==> src/rtl/clock_divider_mc_if.sv <==
// Bundle of per-channel control inputs and divided-clock outputs for clock_divider_mc.
//   master : drives enable/div_value/duty_value/mode/sync_start, observes clk_out/period_tick
//   slave  : the divider itself
// Channel i occupies bit i of the CHANNELS-wide vectors and [i*WIDTH +: WIDTH] of the packed fields.
interface clock_divider_mc_if #(
    parameter int unsigned WIDTH    = 8,
    parameter int unsigned CHANNELS = 4
);
    logic [CHANNELS-1:0]       enable;
    logic [CHANNELS*WIDTH-1:0] div_value;
    logic [CHANNELS*WIDTH-1:0] duty_value;
    logic [CHANNELS-1:0]       mode;
    logic                      sync_start;
    logic [CHANNELS-1:0]       clk_out;
    logic [CHANNELS-1:0]       period_tick;

    modport master (
        output enable, div_value, duty_value, mode, sync_start,
        input  clk_out, period_tick
    );

    modport slave (
        input  enable, div_value, duty_value, mode, sync_start,
        output clk_out, period_tick
    );
endinterface

==> src/rtl/clock_divider_mc.sv <==
// Multi-channel programmable clock divider.
// Each channel counts 0..div_act and produces either a toggling clock (half-period
// div_act+1) or a duty-cycled clock (period div_act+1, high for duty_act cycles),
// plus a one-cycle period_tick at every period start. Configuration is sampled only
// at a wrap, so mid-period input changes never glitch the output.
// Ports:
//   clk      : rising-edge clock
//   reset_n  : asynchronous active-low reset
//   bus      : clock_divider_mc_if slave (enable, div_value, duty_value, mode,
//              sync_start in; clk_out, period_tick out, both straight from flops)
module clock_divider_mc #(
    parameter int unsigned WIDTH    = 8,
    parameter int unsigned CHANNELS = 4
) (
    input  logic              clk,
    input  logic              reset_n,
    clock_divider_mc_if.slave bus
);

    logic [WIDTH-1:0]    r_cnt      [CHANNELS];
    logic [WIDTH-1:0]    r_div_act  [CHANNELS];
    logic [WIDTH-1:0]    r_duty_act [CHANNELS];
    logic [CHANNELS-1:0] r_mode_act;
    logic [CHANNELS-1:0] r_clk_out;
    logic [CHANNELS-1:0] r_period_tick;

    logic [WIDTH-1:0]    w_cnt_nxt      [CHANNELS];
    logic [WIDTH-1:0]    w_div_nxt      [CHANNELS];
    logic [WIDTH-1:0]    w_duty_nxt     [CHANNELS];
    logic [CHANNELS-1:0] w_mode_nxt;
    logic [CHANNELS-1:0] w_clk_nxt;
    logic [CHANNELS-1:0] w_tick_nxt;
    logic [CHANNELS-1:0] w_wrap;

    // Next-state for every channel: disable > wrap (sync or terminal count) > count
    always_comb begin
        for (int i = 0; i < CHANNELS; i++) begin
            w_cnt_nxt[i]  = r_cnt[i];
            w_div_nxt[i]  = r_div_act[i];
            w_duty_nxt[i] = r_duty_act[i];
            w_mode_nxt[i] = r_mode_act[i];
            w_clk_nxt[i]  = r_clk_out[i];
            w_tick_nxt[i] = 1'b0;
            w_wrap[i]     = (r_cnt[i] >= r_div_act[i]) || bus.sync_start;

            if (!bus.enable[i]) begin
                // div_act cleared so the first enabled edge wraps and loads config
                w_cnt_nxt[i]  = '0;
                w_div_nxt[i]  = '0;
                w_duty_nxt[i] = '0;
                w_clk_nxt[i]  = 1'b0;
            end else if (w_wrap[i]) begin
                w_cnt_nxt[i]  = '0;
                w_div_nxt[i]  = bus.div_value[i*WIDTH +: WIDTH];
                w_duty_nxt[i] = bus.duty_value[i*WIDTH +: WIDTH];
                w_mode_nxt[i] = bus.mode[i];
                w_tick_nxt[i] = 1'b1;
                if (bus.mode[i]) begin
                    // cnt_next is 0, so high whenever the new duty is non-zero
                    w_clk_nxt[i] = (bus.duty_value[i*WIDTH +: WIDTH] != '0);
                end else if (bus.sync_start) begin
                    // sync forces a known phase instead of toggling
                    w_clk_nxt[i] = 1'b1;
                end else begin
                    w_clk_nxt[i] = ~r_clk_out[i];
                end
            end else begin
                // cnt < div_act here, so the increment cannot overflow
                w_cnt_nxt[i] = r_cnt[i] + WIDTH'(1);
                if (r_mode_act[i]) begin
                    w_clk_nxt[i] = (w_cnt_nxt[i] < r_duty_act[i]);
                end
            end
        end
    end

    // State registers
    always_ff @(posedge clk or negedge reset_n) begin
        if (!reset_n) begin
            for (int i = 0; i < CHANNELS; i++) begin
                r_cnt[i]      <= '0;
                r_div_act[i]  <= '0;
                r_duty_act[i] <= '0;
            end
            r_mode_act    <= '0;
            r_clk_out     <= '0;
            r_period_tick <= '0;
        end else begin
            for (int i = 0; i < CHANNELS; i++) begin
                r_cnt[i]      <= w_cnt_nxt[i];
                r_div_act[i]  <= w_div_nxt[i];
                r_duty_act[i] <= w_duty_nxt[i];
            end
            r_mode_act    <= w_mode_nxt;
            r_clk_out     <= w_clk_nxt;
            r_period_tick <= w_tick_nxt;
        end
    end

    assign bus.clk_out     = r_clk_out;
    assign bus.period_tick = r_period_tick;

endmodule

==> src/flat_wrapper.sv <==
// flat-port wrapper written by rule: the top's interface ports become plain ports
module clock_divider_mc_flat 
#(
    parameter int unsigned WIDTH    = 8,
    parameter int unsigned CHANNELS = 4
)
  (clk, reset_n, bus_enable, bus_div_value, bus_duty_value, bus_mode, bus_sync_start, bus_clk_out, bus_period_tick);
  clock_divider_mc_if #(.WIDTH(WIDTH), .CHANNELS(CHANNELS)) bus_i ();
  input  logic clk;
  input  logic reset_n;
  input wire logic [$bits(bus_i.enable)-1:0] bus_enable;
  input wire logic [$bits(bus_i.div_value)-1:0] bus_div_value;
  input wire logic [$bits(bus_i.duty_value)-1:0] bus_duty_value;
  input wire logic [$bits(bus_i.mode)-1:0] bus_mode;
  input wire logic [$bits(bus_i.sync_start)-1:0] bus_sync_start;
  output wire logic [$bits(bus_i.clk_out)-1:0] bus_clk_out;
  output wire logic [$bits(bus_i.period_tick)-1:0] bus_period_tick;
  assign bus_i.enable = bus_enable;
  assign bus_i.div_value = bus_div_value;
  assign bus_i.duty_value = bus_duty_value;
  assign bus_i.mode = bus_mode;
  assign bus_i.sync_start = bus_sync_start;
  assign bus_clk_out = bus_i.clk_out;
  assign bus_period_tick = bus_i.period_tick;
  clock_divider_mc #(.WIDTH(WIDTH), .CHANNELS(CHANNELS)) u_core (.clk(clk), .reset_n(reset_n), .bus(bus_i));
endmodule
==> config.mk <==
export PLATFORM = sky130hd
export DESIGN_NAME = clock_divider_mc_flat
export DESIGN_NICKNAME = d
export VERILOG_FILES = /design/src/rtl/clock_divider_mc_if.sv /design/src/rtl/clock_divider_mc.sv /design/src/flat_wrapper.sv
export SDC_FILE = /design/constraint.sdc
export NUM_CORES = 1
export LEC_CHECK = 0
export CORE_ASPECT_RATIO = 0.75
export CORE_MARGIN = 3
export CORE_UTILIZATION = 45
export CTS_CLUSTER_DIAMETER = 50
export DETAILED_ROUTE_END_ITERATION = 6
export GPL_TIMING_DRIVEN = 0
export PLACE_DENSITY = 0.67
export SLEW_MARGIN = 10
export SYNTH_ARGS = -nofsm -noshare
export SYNTH_HDL_FRONTEND = slang
export SYNTH_SLANG_ARGS = --single-unit
export TNS_END_PERCENT = 5
==> constraint.sdc <==
create_clock -name clk -period 2.71 [get_ports clk]
set_clock_uncertainty 0.15 [all_clocks]
set_input_delay 0.271 -clock clk [delete_from_list [all_inputs] [get_ports clk]]
set_output_delay 0.271 -clock clk [all_outputs]
set_load 0.1 [all_outputs]
* After elaboration in Yosys (flattened, before gate mapping)
Cells that the tools add are included.
** Storage, ports and cells
- Register bits :: 108
- Latch bits :: 0
- Bits in writable memories :: 0
- Bits in read-only memories :: 0
- Output and inout bits :: 8
- Memories :: 0
** Operators by class
- Add/sub/neg operators :: 4
- Multiply operators :: 0
- Divide/modulo/power cells :: 0
- Magnitude comparators :: 8
- Equal/unequal tests :: 8
- Shift operators :: 0
- Muxes and demuxes :: 52
- Bitwise gates (word level) :: 4
- Reductions and logical operators :: 12
** Operators by type and width (number)
- 2-to-1 mux 8 bit :: 24
- adder 8 x 1 -> 8 bit, second input constant :: 4
- >= comparator 8 bit :: 4
- < comparator 8 bit :: 4
- nonzero test 8 bit :: 4
- 2-to-1 mux 1 bit :: 28
- != test 3 x 1 -> 1 bit, second input constant :: 4
- != test 2 x 1 -> 1 bit, second input constant :: 4
- AND reduction 2 bit :: 4
- logical OR 1 bit :: 4
- inverter 1 bit :: 4

* Depth between registers and ports, before layout
Gate-level depths: netlist (run 1).
- Word-level depth :: 5
- Mapped depth :: 10

* Worst setup path after synthesis (run 1)
Ideal clock, no wire load.
- Path type :: flip-flop to flip-flop
- Start point :: reg u_core.r_cnt[11] (netlist name)
- End point :: reg u_core.r_div_act[13] (netlist name)
- Library setup time :: 0.120 ns
- Arrival time :: 2.149 ns
- Required time :: 2.440 ns
- Slack :: 0.291 ns
- Cell stages (with the launch flop) :: 8
- Period minus slack after synthesis :: 2.419 ns
- Cell sequence :: dfrtp_1 -> ha_1 -> a211oi_2 -> o21ai_2 -> a2111oi_4 -> buf_8 -> mux2i_1 -> nor2b_1
** On the way
- Cells in the longest elaborated chain, start to end :: 3
** Ends and longest elaborated chain
- from (decl) :: RTL line clock_divider_mc.sv:20 : logic [WIDTH-1:0] r_cnt [CHANNELS];
- from (signal, indexed assignment) :: RTL line clock_divider_mc.sv:90 : r_cnt[i] <= w_cnt_nxt[i];
- >= comparator 8 bit :: RTL line clock_divider_mc.sv:44 : w_wrap[i] = (r_cnt[i] >= r_div_act[i]) || bus.sync_start;
- logical OR 1 bit :: RTL line clock_divider_mc.sv:44
- != test 2 x 1 -> 1 bit (no line)
- to (signal, indexed assignment) :: RTL line clock_divider_mc.sv:91 : r_div_act[i] <= w_div_nxt[i];
- to (decl) :: RTL line clock_divider_mc.sv:21 : logic [WIDTH-1:0] r_div_act [CHANNELS];
No other way between the ends.
A chain may end at the register's enable or synchronous reset.

* Worst setup path after layout (run 1)
- Start point :: reg u_core.r_cnt[12] (netlist name)
- End point :: reg u_core.r_duty_act[10] (netlist name)
** On the way
- Cells in the longest elaborated chain, start to end :: 3
** Ends and longest elaborated chain
- >= comparator 8 bit :: RTL line clock_divider_mc.sv:44
- logical OR 1 bit :: RTL line clock_divider_mc.sv:44
- != test 2 x 1 -> 1 bit (no line)
- to (signal, indexed assignment) :: RTL line clock_divider_mc.sv:92 : r_duty_act[i] <= w_duty_nxt[i];
- to (decl) :: RTL line clock_divider_mc.sv:22 : logic [WIDTH-1:0] r_duty_act [CHANNELS];
No other way between the ends.

==> results.md, run 1 <==
- The highest net fanout along the worst path is 10.
- The vias after detailed routing is 4467.
- The nature of the critical path startpoint is a flop.
- The total inserted antenna cells is 0.
- Final hold analysis gives a worst-case slack of 0.276 ns.
- The count of buffering cells on the critical path with inverters included is 1.
- Dividing the detail-routed via count by the number of cells gives 5.26.
- The final count of pins violating max slew was 0.
- In this run the number of H-tree levels came out at 3.
- The transition time at the pin with the least slew margin is 1.05 ns.
- The startpoint of the worst-slack reg-to-reg timing path is u_core.r_cnt[12].
- The number of cells after detailed placement is 830.
- The routability congestion estimate from global placement is 0.844.
- Ranked by instance count, the synthesized netlist is headed by dfrtp_1 (108), nor2b_1 (75), ha_1 (64), mux2i_1 (64), inv_1 (61).
- The antenna violation net count after detailed routing is 0.
- The sequential cells in the finished layout cover a total of 2710 um2.
- The die is 143 um wide.
- The sequential share of the synthesized area is 42.6%.
- The arrival time of the worst setup path is 2.69 ns.
- Setup repair after global routing could not meet its margin everywhere.
- The number of top-level pins is 83.
- The tree is rooted in a clkbuf_16.
- Based on the critical path, the design can be clocked at up to 384 MHz.
- The critical path goes through ha_1 -> o2111a_1 -> a2111oi_4 -> buf_8 -> mux2i_1 -> nor2b_1.
- The number of distinct library cells after synthesis is 39.
- When the netlist entered floorplanning its net count stood at 716.
- The worst setup margin is 0.105 ns.
- The share of synthesized flip-flops with an asynchronous set or reset is 100%.
- The total overflow left after global routing is 0.
- The via count of the first global-routing pass was 4629.
- Setup violations remaining at the end of the flow were counted as 0.
- The post-route non-filler standard cell count is 850.
- The path class of the lowest-slack min-delay path is in2async.
- Of the cells placed in the final design, the portion with a size suffix greater than 1 is 8.84%.
- The synthesized flop and latch total is 108.
- The die is 109 um tall.
- The routed design has 13300 um of wire.
- After detailed routing, the number of remaining DRC violations is 0.
- Max-cap violations in this run came to 0.
- In this run, synthesis inferred 0 flip-flops with an integrated enable.
- The sum of internal, switching and leakage power is 4080 uW.
- The number of failing hold endpoints at the final stage is 0.
- The die covers 15600 um2.
- Among all stages on the critical path, the largest delay is contributed by a2111oi_4.
- The area share of the leading cell type in the synthesized netlist is 42.6%.
- The number of search-and-repair iterations in the first detailed-routing pass is 5.
- The run finished with clean final reports.
- TritonCTS built the clock tree.
- Global routing used 18.1% of the available tracks across all layers.
- At the later pin of the worst-skew pair, clock insertion delay measures 0.35 ns.
- Compared with the post-synthesis result, the final layout area differs by 22.5%.
- Dividing the detail-routed wire length by the instance count gives 15.7 um.
- In this run the power density over the cells is 524 nW/um2.
- The clock passes through at most 2 buffers.
- The critical path launch point is u_core.r_cnt[12].
- The maximum VDD drop is 0.287 mV.
- The kind of end point of the critical path is a flop.
- Counting the buffers created by CTS gives 9.
- Headroom to the max-slew limit came out at 30.2%.
- The floorplan core area is 13400 um2.
- The post-placement setup slack is -0.0183 ns.
- After filler insertion, the fill cell instance count of the layout stands at 1133.
- The wire length of the first global-routing pass is 22700 um.
- The cell count after synthesis came out at 577.
- The detailed router finished its first iteration with 250 violations.
- The mean cell area of the mapped netlist is 11.0 um2.
- For this run, the leading register cell type out of synthesis is dfrtp_1.
- The pin count of the biggest net entering global routing is 61.
- At the worst endpoint, the required time is 2.79 ns.
- The footprint of the multi-input gates is 3320 um2.
- The final layout contains 813 nets.
- The biggest area contributor in the post-synthesis netlist is dfrtp_1.
- The initial utilization of the core area, before any placement, comes to 47.5%.
- The number of antenna violations at the first check in global routing came to 0.
- Broken down by cell family, the worst path's largest delay share belongs to compound AO/OA/AOI/OAI gates.
- The peak per-stage delay on the critical path is 0.86 ns.
- The cell area after technology mapping is 6350 um2.
- By area the synthesized netlist is led by dfrtp_1 (43%), ha_1 (13%), mux2i_1 (10%), nor2b_1 (7.4%), inv_1 (3.6%).
- The count of buffers added on input and output ports is 81.
- The final clock period utilization by the worst path is 96.1%.
- The critical setup path kind is reg2reg.
- Clock-pin slew was measured on the worst setup and hold paths at 0.07 ns.
- Clock tree synthesis found a total of 108 sinks.
- The placement row count is 36.
- The detailed placement HPWL is 9950 um.
- The final critical delay including setup and external delays is 2.61 ns.
- The number of warnings issued by yosys is 0.
- The most used standard cell by instance count after synthesis is dfrtp_1.
- The analysis attributes to cell leakage a power of 0.00363 uW.
-- cell usage in the layout (no fill, tap or decap), types with 4 or more instances in the layout --
| master | instances |
|---|---|
| a21oi_1 | 5 |
| o211ai_1 | 4 |
| xnor2_1 | 12 |
| a2111oi_4 | 4 |
| dfrtp_1 | 105 |
| xor2_1 | 12 |
| nand2b_1 | 5 |
| o21ai_0 | 6 |
| clkdlybuf4s50_1 | 80 |
| a31oi_1 | 8 |
| and3_1 | 30 |
| ha_1 | 61 |
| mux2i_1 | 64 |
| nor4_1 | 8 |
| inv_1 | 60 |
| nor3b_2 | 4 |
| nor3b_1 | 4 |
| clkbuf_1 | 9 |
| o21ai_2 | 4 |
| nand2_1 | 19 |
| a211oi_2 | 4 |
| nor2_1 | 14 |
| nor2b_1 | 75 |
| nand3_1 | 15 |
| nor2b_2 | 4 |
| clkbuf_16 | 9 |
| mux2_2 | 4 |
| buf_8 | 4 |
| buf_6 | 5 |
| o2111a_1 | 4 |
-- kinds of logic after synthesis --
group / share of synthesized area, %
AND/OR/NAND/NOR: 16.9
multiplexers: 10.8
AO/OA/AOI/OAI: 7.98
adder cells (fa/ha/maj): 12.6
flip-flops: 42.6
XOR/XNOR: 3.31
buffers and inverters: 5.79
-- worst register-to-register path, delay by kind of cell (launching register included) --
kind	cells	cell delay [ns]
muxes	1	0.20
DFF	1	0.42
and+or+nand+nor	1	0.06
adders and majority gates	1	0.29
AOI/OAI and AO/OA	2	1.12
buffers and inverters	1	0.25
-- power breakdown --
group          switching, uW  internal (uW)  leakage, uW
logic                    489            442      0.00206
clock network            603            741     0.000144
registers               76.6           1720      0.00143
total                   1170           2910      0.00363
-- what timing repair did --
action                                 4_1_cts  5_1_grt
hold buffers                                 1        0
setup endpoints to repair                   17       51
gates cloned                                 0        0
endpoints found under the hold margin       48        0
buffers inserted                             0        3
gates resized for setup                      0        7
pin swaps                                    2        5
-- layer usage --
layer  vias up  track usage (%)  wire length [um]
met5         -                0                 0
li1       2183                -                 -
met1      2180             25.7              6640
met2        96             29.2              6100
met4         0             3.80               102
met3         8             3.38               502
-- stage by stage --
step,instance area (um2),utilization (%),TNS (ns)
floorplan,6350,-,0
global placement,7370,55.1,-325.05
detailed placement,7400,55.3,-0.0601
CTS,7710,57.7,0
global route,7780,58.1,-0.211
finish,7780,58.1,0
-- registers in the layout (all words and copies together), names as in the netlist --
name,flops
u_core.bus.clk_out,4
u_core.bus.period_tick,4
u_core.r_cnt,32
u_core.r_div_act,32
u_core.r_duty_act,32
u_core.r_mode_act,4
-- layout make-up --
cell class              instances  area share, %
plain buffers                  17           1.79
well taps                     171           2.75
flip-flops and latches        108           34.8
clock buffers                  10           3.07
clock inverters                 6          0.820
repair buffers                 86           11.2
inverters                      61           2.94
multi-input cells             391           42.6
-- final timing paths --
check,endpoint,slack (ns),cells past startpoint
max reg2reg,u_core.r_duty_act[10],0.10,6
min reg2reg,u_core.r_cnt[24],0.35,1
max in group asynchronous,u_core.r_cnt[24],1.46,3
max,u_core.r_duty_act[10],0.10,6
min in group clk,u_core.r_cnt[24],0.35,1
min,u_core.r_div_act[3],0.28,2
Note: power is estimated with default switching activity, not from simulation.
==> run 2, diff against run 1 <==
--- a/config.mk
+++ b/config.mk
@@ -5,7 +5,8 @@
 export SDC_FILE = /design/constraint.sdc
 export NUM_CORES = 1
 export LEC_CHECK = 0
-export CORE_ASPECT_RATIO = 0.75
+export ABC_CLOCK_PERIOD_IN_PS = 2710
+export CORE_ASPECT_RATIO = 1.2
 export CORE_MARGIN = 3
 export CORE_UTILIZATION = 45
 export CTS_CLUSTER_DIAMETER = 50
==> results.md, run 2 (same netlist as run 1, synthesis figures left out) <==
- The number of levels the H-tree was split into was 3 (unchanged).
- The die span in y is 136 um (was 109 um).
- CP Cell Sequence: inv_1 -> ha_4 -> a211oi_2 -> o21ai_2 -> a2111oi_4 -> buf_8 -> mux2i_1 -> nor2b_1 (was ha_1 -> o2111a_1 -> a2111oi_4 -> buf_8 -> mux2i_1 -> nor2b_1).
- The clock latency of the later-clocked register in the worst-skew pair is 0.35 ns (about the same).
- The TritonCTS sink count is 108 (unchanged).
- The detailed-route wire length is 12900 um (was 13300 um).
- The instance area at placement is 7400 um2 (about the same).
- The worst flop-to-flop path endpoint is u_core.r_duty_act[20] (was u_core.r_duty_act[10]).
- The library cell used as clock root buffer is clkbuf_16 (unchanged).
- The clock network power share is 32.0% (was 33.0%).
- The port buffer count is 81 (unchanged).
- The net switching component of the power is 1140 uW (was 1170 uW).
- The violation count after the first detailed-routing iteration was 119 (was 250).
- The commonest non-fill, non-tap cell in the layout is dfrtp_1 (unchanged).
- The switching power share of the total is 28.5% (was 28.7%).
- The nature of the critical path startpoint is a flop (unchanged).
- The share of total power in combinational logic is 23.1% (was 22.8%).
- Highest-count cells in the layout ignoring fill and taps: dfrtp_1 (104), clkdlybuf4s50_1 (80), nor2b_1 (75) (was dfrtp_1 (105), clkdlybuf4s50_1 (80), nor2b_1 (75)).
- The worst-case headroom to the max-slew limit is 33.9% (was 30.2%).
- The critical setup path kind is reg2reg (unchanged).
- The TritonCTS buffer count was 9 (unchanged).
- The layout filler cell count came to 1159 (was 1133).
- The area enclosed by the die boundary is 15600 um2 (about the same).
- The static leakage is 0.00364 uW (was 0.00363 uW).
- The clock tree from TritonCTS is yes (unchanged).
- The max-capacitance violation count is 0 (unchanged).
- The routability congestion estimate from global placement is 0.805 (was 0.844).
- The via density per instance is 5.18 (was 5.26).
- The startpoint of the worst-slack reg-to-reg timing path is u_core.r_div_act[19] (was u_core.r_cnt[12]).
- The kind of end point of the critical path is a flop (unchanged).
- The arrival time of the worst setup path is 2.70 ns (was 2.69 ns).
- The kind of cell with the highest combined delay on the critical path was compound AO/OA/AOI/OAI gates (unchanged).
- Unrepaired setup endpoints after global routing: yes (unchanged).
- The final global-route overflow total is 0 (unchanged).
- The total number of nets in the final design was 814 (was 813).
- The transition time at the pin with the least slew margin is 0.988 ns (was 1.05 ns).
- The chip width is 114 um (was 143 um).
- The final hold slack is 0.289 ns (was 0.276 ns).
- The initial core utilization is 46.9% (was 47.5%).
- The maximum buffer depth of the clock tree is 2 (unchanged).
- The required time of the worst setup path is 2.80 ns (was 2.79 ns).
- The post-layout instance area is 7780 um2 (about the same).
- The final clock period utilization by the worst path came to 96.4% (was 96.1%).
- The via count of the first global-routing pass came to 4693 (was 4629).
- The final critical delay including setup and external delays is 2.61 ns (about the same).
- The internal portion of total power is 2870 uW (was 2910 uW).
- The floorplan core area is 13500 um2 (was 13400 um2).
- The path class of the lowest-slack min-delay path is in2async (unchanged).
- The number of antenna violations at the first check in global routing was 0 (unchanged).
- The number of failing hold endpoints at the final stage is 0 (unchanged).
- The antenna violation net count after detailed routing is 0 (unchanged).
- The register clock-pin slew on the reported worst setup and hold paths is 0.07 ns (about the same).
- The vias after detailed routing came to 4390 (was 4467).
- The wire length of the first global-routing pass is 21400 um (was 22700 um).
- The detailed placement HPWL is 9620 um (was 9950 um).
- The pin count of the biggest net entering global routing is 57 (was 61).
- The post-detailed-route wirelength per cell came to 15.3 um (was 15.7 um).
- Regs by FF count: u_core.r_cnt (32), u_core.r_div_act (32), u_core.r_duty_act (32) (unchanged).
- The total power divided by cell area is 515 nW/um2 (was 524 nW/um2).
- The number of top-level pins is 83 (unchanged).
- The number of cells after detailed placement is 827 (was 830).
- The relative contribution of sequential cells to total power is 44.9% (was 44.2%).
- The length in cells of the worst reg-to-reg path was 8 (was 6).
- Outcome: completed (unchanged).
- The number of search-and-repair iterations in the first detailed-routing pass came to 4 (was 5).
- The placement row count was 46 (was 36).
- The worst-path cell with the longest stage delay is a2111oi_4 (unchanged).
- The post-detailed-route DRC marker count is 0 (unchanged).
- The share of layout cells above drive strength 1 was 9.41% (was 8.84%).
- The count of buffering cells on the critical path with inverters included is 2 (was 1).
- The highest net fanout along the worst path is 10 (unchanged).
- The total track usage came to 17.4% (was 18.1%).
- The area overhead of the layout relative to synthesis is 22.6% (was 22.5%).
- The count of endpoints failing setup in the final report was 0 (unchanged).
- The peak per-stage delay on the critical path is 0.76 ns (was 0.86 ns).
- The total inserted antenna cells is 0 (unchanged).
- The post-route non-filler standard cell count is 848 (was 850).
- The maximum VDD drop is 0.291 mV (was 0.287 mV).
- The final count of pins violating max slew is 0 (unchanged).
- The worst reg-to-reg setup slack came to 0.1 ns (was 0.10 ns).
- The highest clock rate is 383 MHz (was 384 MHz).
==> run 2: repair_timing <==
item | CTS | global route
hold endpoints to repair | 52 | 0
setup buffers | 0 | 4
setup endpoints to repair | 29 | 49
hold buffers | 1 | 0
pin swaps | 5 | 4
gates resized for setup | 0 | 10
cloned | 0 | 0
==> run 2: power by group through the flow <==
stage | registers [uW] | clock network (uW) | logic (uW)
2_1_floorplan | 1910 | 0 | 519
3_3_place_gp | 1830 | 0 | 895
3_5_place_dp | 1830 | 0 | 917
4_1_cts | 1800 | 1330 | 924
5_1_grt | 1810 | 1390 | 1030
6_report | 1800 | 1280 | 927
==> run 2: worst max-delay path by stage <==
stage | from | end | slack, ns | depth (start not counted)
after global routing | u_core.r_cnt[16] | u_core.r_duty_act[17] | -0.03 | 8
after global placement | reset_n | u_core.r_duty_act[29] | -3.03 | 1
after detailed placement | u_core.r_cnt[27] | u_core.r_div_act[29] | -0.03 | 7
after floorplan | u_core.r_cnt[11] | u_core.r_div_act[13] | 0.29 | 7
final | u_core.r_div_act[19] | u_core.r_duty_act[20] | 0.1 | 8
after CTS | u_core.r_cnt[16] | u_core.r_duty_act[20] | -0.005 | 8
==> run 2: per-stage QoR <==
stage / setup TNS [ns] / utilization, % / total power (uW) / setup WS (ns)
floorplan: 0 / - / 2430 / 0.291
global placement: -326.24 / 54.5 / 2720 / -3.03
detailed placement: -0.290 / 54.7 / 2750 / -0.0345
finish: 0 / 57.5 / 4010 / 0.0981
global route: -0.133 / 57.5 / 4230 / -0.0321
CTS: -0.00479 / 56.9 / 4050 / -0.00479
==> run 2: per-layer routing <==
| metal | GRT usage [%] | wire, um | up-vias |
|---|---|---|---|
| li1 | - | - | 2194 |
| met5 | 0 | 0 | - |
| met4 | 5.94 | 154 | 0 |
| met2 | 30.2 | 6520 | 67 |
| met1 | 21.4 | 5740 | 2119 |
| met3 | 3.65 | 515 | 10 |
==> run 2: area by class of cell <==
class / count / area, um2 / share of cell area (%)
multi-input combinational: 391 / 3330 / 42.8
sequential: 108 / 2710 / 34.8
timing repair buffer: 87 / 880 / 11.3
clock buffer: 12 / 267 / 3.42
inverter: 61 / 229 / 2.94
tap: 168 / 210 / 2.70
buffer: 17 / 139 / 1.78
clock inverter: 4 / 22.5 / 0.289
==> run 3, diff against run 2 <==
--- a/config.mk
+++ b/config.mk
@@ -8,11 +8,10 @@
 export ABC_CLOCK_PERIOD_IN_PS = 2710
 export CORE_ASPECT_RATIO = 1.2
 export CORE_MARGIN = 3
-export CORE_UTILIZATION = 45
+export CORE_UTILIZATION = 30
 export CTS_CLUSTER_DIAMETER = 50
 export DETAILED_ROUTE_END_ITERATION = 6
 export GPL_TIMING_DRIVEN = 0
-export PLACE_DENSITY = 0.67
 export SLEW_MARGIN = 10
 export SYNTH_ARGS = -nofsm -noshare
 export SYNTH_HDL_FRONTEND = slang
==> results.md, run 3 (same netlist as run 1, synthesis figures left out) <==
- The highest clock rate was 389 MHz (was 383 MHz).
- The initial core utilization is 30.9% (was 46.9%).
- The total number of nets in the final design was 816 (was 814).
- The transition time at the pin with the least slew margin came to 1.17 ns (was 0.988 ns).
- The post-detailed-route DRC marker count is 0 (unchanged).
- The number of antenna violations at the first check in global routing is 0 (unchanged).
- The chip width is 139 um (was 114 um).
- The pin count of the biggest net entering global routing is 63 (was 57).
- The required time of the worst setup path was 2.79 ns (was 2.80 ns).
- The TritonCTS buffer count came to 9 (unchanged).
- The worst-case headroom to the max-slew limit is 22.1% (was 33.9%).
- The die span in y is 165 um (was 136 um).
- The library cell used as clock root buffer is clkbuf_16 (unchanged).
- The static leakage is 0.00365 uW (was 0.00364 uW).
- The vias after detailed routing is 4402 (was 4390).
- The number of top-level pins is 83 (unchanged).
- The area used by sequential logic in the layout is 2710 um2 (about the same).
- Outcome: completed (unchanged).
- The met2 global-route usage is 20.4% (was 30.2%).
- The final critical delay including setup and external delays is 2.57 ns (was 2.61 ns).
- The detailed-route wire length was 13400 um (was 12900 um).
- The worst reg-to-reg setup slack is 0.14 ns (was 0.1 ns).
- The number of cells after detailed placement is 924 (was 827).
- The maximum buffer depth of the clock tree is 2 (unchanged).
- The critical setup path kind is reg2reg (unchanged).
- The post-layout instance area was 7910 um2 (was 7780 um2).
- The arrival time of the worst setup path is 2.66 ns (was 2.70 ns).
- The register clock-pin slew on the reported worst setup and hold paths is 0.07 ns (about the same).
- The total power divided by cell area is 515 nW/um2 (about the same).
- The total track usage is 12.1% (was 17.4%).
- The maximum VDD drop came to 0.265 mV (was 0.291 mV).
- The total inserted antenna cells is 0 (unchanged).
- The antenna violation net count after detailed routing came to 0 (unchanged).
- The final cell utilization of the core was 38.5% (was 57.5%).
- The post-detailed-route wirelength per cell is 14.2 um (was 15.3 um).
- The nature of the critical path startpoint is a flop (unchanged).
- The max-capacitance violation count is 0 (unchanged).
- The post-route non-filler standard cell count was 947 (was 848).
- The kind of end point of the critical path is a flop (unchanged).
- The fraction of met3 tracks used by global routing is 2.07% (was 3.65%).
- The placement row count is 57 (was 46).
- The via count of the first global-routing pass was 4542 (was 4693).
- The count of endpoints failing setup in the final report is 0 (unchanged).
- The clock tree from TritonCTS was yes (unchanged).
- Highest-count cells in the layout ignoring fill and taps: dfrtp_1 (105), clkdlybuf4s50_1 (80), nor2b_1 (75) (was dfrtp_1 (104), clkdlybuf4s50_1 (80), nor2b_1 (75)).
- The number of failing hold endpoints at the final stage is 0 (unchanged).
- The commonest non-fill, non-tap cell in the layout is dfrtp_1 (unchanged).
- The area overhead of the layout relative to synthesis was 24.6% (was 22.6%).
- Regs by FF count: u_core.r_cnt (32), u_core.r_div_act (32), u_core.r_duty_act (32) (unchanged).
- The final clock period utilization by the worst path was 95.0% (was 96.4%).
- The instance area at placement is 7520 um2 (was 7400 um2).
- The violation count after the first detailed-routing iteration came to 98 (was 119).
- The TritonCTS sink count is 108 (unchanged).
- The peak-usage layer in the global routing report is met2 (unchanged).
- The path class of the lowest-slack min-delay path is in2async (unchanged).
- The highest net fanout along the worst path is 10 (unchanged).
- The port buffer count is 81 (unchanged).
- The detailed placement HPWL is 10100 um (was 9620 um).
- The clock latency of the later-clocked register in the worst-skew pair is 0.35 ns (about the same).
- The layout filler cell count was 2049 (was 1159).
- The footprint of the multi-input gates was 3320 um2 (was 3330 um2).
- The via density per instance is 4.65 (was 5.18).
- The number of levels the H-tree was split into is 3 (unchanged).
- The routability congestion estimate from global placement is 0.738 (was 0.805).
- The floorplan core area is 20500 um2 (was 13500 um2).
- The final count of pins violating max slew is 0 (unchanged).
- The met1 global-route usage is 15.3% (was 21.4%).
- The number of search-and-repair iterations in the first detailed-routing pass is 4 (unchanged).
- The final global-route overflow total came to 0 (unchanged).
- Unrepaired setup endpoints after global routing: yes (unchanged).
- The area enclosed by the die boundary was 23000 um2 (was 15600 um2).
- The share of layout cells above drive strength 1 is 9.09% (was 9.41%).
- The wire length of the first global-routing pass was 22400 um (was 21400 um).
==> run 3: cell count changes in the layout (fill, tap and decap cells not counted), sizes merged <==
| cell | previous run | this run |
|---|---|---|
| bufinv | 0 | 1 |
| buf | 14 | 16 |
| clkinvlp | 1 | 0 |
==> run 3: path summary, 6_finish.rpt <==
check,start,endpoint,depth (start not counted)
min in group clk,u_core.r_cnt[16],u_core.r_cnt[16],1
worst max-delay path,u_core.r_cnt[4],u_core.r_div_act[7],6
worst min register to register,u_core.r_cnt[16],u_core.r_cnt[16],1
max in group asynchronous,reset_n,u_core.r_cnt[24],3
worst max register to register,u_core.r_cnt[4],u_core.r_div_act[7],6
worst min-delay path,reset_n,u_core.r_div_act[19],2
==> run 3: area by class of cell <==
type,count,area share (%)
plain buffers,17,1.76
clock inverters,4,0.617
multi-input cells,391,41.9
repair buffers,89,11.3
clock buffers,12,3.12
inverters,61,2.89
flip-flops and latches,108,34.2
well taps,265,4.19
==> run 3: worst max-delay path, cell delays in order (launching register included) <==
cell       delay, ns
dfrtp_1         0.42
ha_1            0.28
o2111a_1        0.26
a2111oi_4       0.82
buf_8           0.25
mux2i_1         0.21
nor2b_1         0.06
==> run 3: routing by layer <==
layer,up-vias,share of wire [%]
met4,0,2.2
met2,68,47
met3,15,2.8
met5,-,0
met1,2119,47
li1,2200,-
==> run 3: power by group <==
part	internal, uW	switching [uW]
Sequential	1720	74.7
Combinational	448	481
Clock	743	600
==> run 3: what timing repair did <==
action,CTS,global route
gates resized for setup,1,7
hold buffers,1,0
setup endpoints to repair,25,39
pin swaps,3,4
endpoints found under the hold margin,46,0
setup buffers,3,3
==> run 3: through the flow <==
step           setup TNS (ns)  total power, uW  hold WS [ns]  setup WS [ns]
2_1_floorplan               0             2430        -0.175          0.291
3_3_place_gp          -358.33             2740         0.374          -3.33
3_5_place_dp           -0.988             2750        0.0983        -0.0619
4_1_cts                     0             4140         0.279         0.0130
5_1_grt               -0.0157             4290         0.307       -0.00692
6_report                    0             4070         0.274          0.136
